==> config.mk <==
export PLATFORM = sky130hd
export DESIGN_NAME = simon_sequence_store
export DESIGN_NICKNAME = d
export VERILOG_FILES = /design/src/rtl/simon_sequence_store.sv
export SDC_FILE = /design/constraint.sdc
export NUM_CORES = 1
export LEC_CHECK = 0
export CORE_MARGIN = 4
export CORE_UTILIZATION = 50
export CTS_CLUSTER_DIAMETER = 200
export DETAILED_ROUTE_END_ITERATION = 10
export DONT_BUFFER_PORTS = 1
export PLACE_DENSITY = 0.77
export SLEW_MARGIN = 20
export SYNTH_ARGS = -nofsm -noshare
export SYNTH_HDL_FRONTEND = slang
export SYNTH_SLANG_ARGS = --single-unit
==> constraint.sdc <==
create_clock -name clk -period 3 [get_ports clk]
set_input_delay 0.6 -clock clk [delete_from_list [all_inputs] [get_ports clk]]
set_output_delay 0.6 -clock clk [all_outputs]
set_load 0.1 [all_outputs]
==> src/rtl/simon_sequence_store.sv <==
// Colour-sequence memory for a Simon-style game: appends colours, plays them back
// over a valid/ready handshake, then checks the player's entries against the stored order.
module simon_sequence_store #(
    parameter int DEPTH    = 32,
    parameter int COLOUR_W = 3,
    localparam int CNT_W   = $clog2(DEPTH + 1)
) (
    input  logic                clk,
    input  logic                reset,
    input  logic                load,
    input  logic [COLOUR_W-1:0] new_colour,
    input  logic                play_start,
    output logic [COLOUR_W-1:0] play_colour,
    output logic                play_valid,
    input  logic                play_ready,
    input  logic                check_valid,
    input  logic [COLOUR_W-1:0] check_colour,
    output logic                play_done,
    output logic                check_match,
    output logic                check_mismatch,
    output logic                round_complete,
    output logic                overflow,
    output logic [CNT_W-1:0]    length,
    output logic                full,
    output logic                busy
);

    localparam int AW = (DEPTH > 1) ? $clog2(DEPTH) : 1;

    typedef enum logic [1:0] {
        IDLE  = 2'd0,
        PLAY  = 2'd1,
        CHECK = 2'd2
    } state_t;

    state_t               state_reg;
    logic [CNT_W-1:0]     length_reg;
    logic [CNT_W-1:0]     rd_ptr_reg;
    logic [COLOUR_W-1:0]  mem [DEPTH];

    logic play_done_reg;
    logic check_match_reg;
    logic check_mismatch_reg;
    logic round_complete_reg;
    logic overflow_reg;

    logic                full_int;
    logic                at_last;
    logic [COLOUR_W-1:0] rd_colour;
    logic                colour_hit;

    assign full_int   = (length_reg == CNT_W'(DEPTH));
    // Only meaningful in PLAY/CHECK, where length_reg is at least 1.
    assign at_last    = (rd_ptr_reg == length_reg - CNT_W'(1));
    assign rd_colour  = mem[rd_ptr_reg[AW-1:0]];
    assign colour_hit = (check_colour == rd_colour);

    always_ff @(posedge clk) begin
        if (reset) begin
            state_reg          <= IDLE;
            length_reg         <= '0;
            rd_ptr_reg         <= '0;
            play_done_reg      <= 1'b0;
            check_match_reg    <= 1'b0;
            check_mismatch_reg <= 1'b0;
            round_complete_reg <= 1'b0;
            overflow_reg       <= 1'b0;
            for (int i = 0; i < DEPTH; i++) begin
                mem[i] <= '0;
            end
        end else begin
            play_done_reg      <= 1'b0;
            check_match_reg    <= 1'b0;
            check_mismatch_reg <= 1'b0;
            round_complete_reg <= 1'b0;
            overflow_reg       <= 1'b0;

            case (state_reg)
                IDLE: begin
                    // A load always wins over a simultaneous play_start.
                    if (load) begin
                        if (full_int) begin
                            overflow_reg <= 1'b1;
                        end else begin
                            mem[length_reg[AW-1:0]] <= new_colour;
                            length_reg              <= length_reg + CNT_W'(1);
                        end
                    end else if (play_start && (length_reg != '0)) begin
                        rd_ptr_reg <= '0;
                        state_reg  <= PLAY;
                    end
                end

                PLAY: begin
                    if (play_ready) begin
                        if (at_last) begin
                            rd_ptr_reg    <= '0;
                            state_reg     <= CHECK;
                            play_done_reg <= 1'b1;
                        end else begin
                            rd_ptr_reg <= rd_ptr_reg + CNT_W'(1);
                        end
                    end
                end

                CHECK: begin
                    if (check_valid) begin
                        if (colour_hit) begin
                            check_match_reg <= 1'b1;
                            if (at_last) begin
                                round_complete_reg <= 1'b1;
                                rd_ptr_reg         <= '0;
                                state_reg          <= IDLE;
                            end else begin
                                rd_ptr_reg <= rd_ptr_reg + CNT_W'(1);
                            end
                        end else begin
                            check_mismatch_reg <= 1'b1;
                            rd_ptr_reg         <= '0;
                            state_reg          <= IDLE;
                        end
                    end
                end

                default: begin
                    state_reg  <= IDLE;
                    rd_ptr_reg <= '0;
                end
            endcase
        end
    end

    assign play_valid     = (state_reg == PLAY);
    assign play_colour    = (state_reg == PLAY) ? rd_colour : '0;
    assign play_done      = play_done_reg;
    assign check_match    = check_match_reg;
    assign check_mismatch = check_mismatch_reg;
    assign round_complete = round_complete_reg;
    assign overflow       = overflow_reg;
    assign length         = length_reg;
    assign full           = full_int;
    assign busy           = (state_reg != IDLE);

endmodule

==> impl_metrics.yaml <==
outcome:
  status: "finished, violations left"
  violations: "negative setup slack"
final_layout:
  final_core_util_pct: 62.13
  area_growth_pct: 19.45
  largest_reg_flops: 96
  final_common_cell: "edfxtp_1"
  most-common-layout-cells: "edfxtp_1 (96), and3_1 (79), mux4_2 (29)"
  antenna_cells: 0
  drive_gt1_share_pct: 26.27
  fill_cells: 815
  num-nets-final: 499
timing:
  finClkSkew_ns: 0.01757
  worst_hold_slack_ns: 0.2447
  worst_pin_slew_ns: 0.9375
  slew_headroom_pct: 37.41
  hold_viol_final: 0
  setup_viol: 14
  finalCritPeriodShare_pct: 107.6
  drv_slew: 0
  setup_tns_ns: -1.471
  rsz0062_at_grt: "yes"
  worst_slack_ns: -0.2272
  period_minus_slack_ns: 3.227
  fmax_mhz: 309.9
global_route:
  grtUsageTotal_pct: 20.67
  grt_max_degree: 50
  grt_pass1_vias: 3949
  grt_pass1_wl_mm: 21.82
  grt-ovfl-total: 0
  grt_antenna_before_repair: 0
logic_synthesis:
  yosys.area_share.simple_pct: 17.68
  synth.ff_latch_count: 120
  synth-async-reset-ratio_pct: 0
  synth_warnings: 0
  synth_flop_cell: "edfxtp_1"
  synth.top_cell.area_share_pct: 47.52
  seq_area_frac_synth_pct: 55.45
  synth-xor-area-share_pct: 2.455
  synth_compound_area_share_pct: 5.590
  synthAdderAreaFrac_pct: 1.856
  netlist_top_cells_area: "edfxtp_1 (48%), and3_1 (8.1%), dfxtp_1 (7.9%)"
  synth_top_family_by_area: "simple AND/OR/NAND/NOR gates"
  synthesis.nets: 484
  synth_mux_area_share_pct: 12.81
  avgSynthCellArea_um2: 13.10
  synthCells: 463
  yosysTopAreaCell: "edfxtp_1"
  synth_edf_count: 96
  synth_area_um2: 6066
  ys_types: 47
drt:
  routed_via_density: 6.200
  wl_per_cell_um: 22.10
  drcViolationCount: 0
  routed-via-count: 3931
  drtIter0Drc: 442
  ant_nets: 0
  first_pass_iters: 5
  wl_mm: 14.01
worst_setup_path:
  cp.required_ns: 2.40
  crit_fanout: 6
  startpoint_type: "register"
  arrival_ns: 2.63
  critical_path_class: "register to output port"
  reg2reg_slack_ns: -0.16
  endpoint_kind: "output port"
clock_network:
  cts-root-buf: "clkbuf_16"
  cts.path.max_buffers: 2
  cts_buffers: 17
  clk_pin_slew_worst_paths_ns: 0.05
  htree_levels: 4
  cts.sinks: 120
  ctsHoldBuffers: 0
  clk-insertion-delay-late_ns: 0.42
  tritoncts: "yes"
placed_design:
  routabilityCongestion: 0.8085
  dpl.hpwl_mm: 8.384
  numPortBuffers: 0
  post-place-ws_ns: -0.1220
floorplanning:
  die_y_um: 118.1
  die_area_um2: 13960
  core_um2: 11660
  die_w_um: 118.1
  rows: 39
  start_util_pct: 52.01
  ioPinCount: 29
flow_run:
  max_cap_viol_count: 0
power:
  switchingPower_mw: 1.414
  p_comb_share_pct: 19.9
  p_leak_nw: 3.024
  ir_drop_mv: 0.5017
  clkPwrFrac_pct: 43.2
  p_int_mw: 3.780
  p_seq_share_pct: 36.8
  powerDensity_nw_per_um2: 716.9
  p_sw_share_pct: 27.23
worst_hold_path:
  hold_class: "primary input to register"
[Yosys cell counts (3+ instances only)]
library cell / n
edfxtp_1: 96
and3_1: 79
clkbuf_1: 35
a21o_1: 24
and2_1: 24
dfxtp_1: 24
mux4_2: 20
nor2_1: 19
inv_1: 16
mux4_1: 10
or2_2: 10
xnor2_1: 10
ha_1: 9
nand2_1: 9
nand3_1: 9
xor2_1: 7
mux2i_1: 5
nor2b_1: 5
nor3_1: 5
nand2b_1: 4
nand4_1: 4
nor3b_1: 4
a21oi_1: 3
buf_6: 3
[layer usage]
layer,vias to the layer above,part of all wire (%),track usage (%)
met5,-,0,0
met4,0,3.1,9.597
met3,39,6.4,5.731
met2,173,50,33.33
met1,1958,40,26.06
li1,1761,-,-
[stage by stage]
stage          total power, mW  instances  instance area, µm²
5_1_grt                  5.342        634                7246
3_3_place_gp             2.789        588                6325
6_report                 5.194        634                7246
2_1_floorplan            2.603        463                6076
3_5_place_dp             2.815        588                6325
4_1_cts                  5.096        629                7108
[repair_timing]
item,CTS,global route
buffers inserted,6,6
setup endpoints to repair,16,16
gates cloned,3,1
pin swaps,2,7
gates resized for setup,23,15
[cell type report]
type                    count  area [µm²]  area share (%)
clock inverters            11       201.4           2.780
inverters                  16       63.81          0.8807
clock buffers              21       440.4           6.078
multi-input cells         285        2547           35.16
well taps                 143       178.9           2.469
repair buffers             38       440.4           6.078
flip-flops and latches    120        3373           46.56
[path summary, 6_finish.rpt]
kind                startpoint        endpoint  cells after the start
setup / recovery      register  play_colour[1]                      7
hold / removal           reset       length[3]                      1
setup reg to reg      register   rd_ptr_reg[2]                     11
hold reg to reg   state_reg[1]    state_reg[1]                      2
[logic make-up after synthesis]
| kind of cell | Yosys count |
|---|---|
| compound gates | 41 |
| mux | 36 |
| simple gates | 182 |
| fa+ha+maj | 9 |
| flops | 120 |
| buf+inv | 58 |
| xor+xnor | 17 |
[critical path, stage by stage (launching register included)]
cell and delay (ns):
dfxtp_4 0.44, buf_12 0.16, mux4_2 0.53, mux4_2 0.54
mux2i_2 0.20, buf_4 0.14, nor2_2 0.04, buf_12 0.17
[power by group through the flow]
stage | registers, mW | clock network (mW) | logic, mW
after floorplan | 2.00 | 0 | 0.605
after CTS | 1.91 | 2.26 | 0.928
after detailed placement | 1.94 | 0 | 0.871
after global routing | 1.92 | 2.33 | 1.09
after global placement | 1.94 | 0 | 0.846
final | 1.91 | 2.25 | 1.04
No activity file was read; power rests on OpenSTA's default activity.
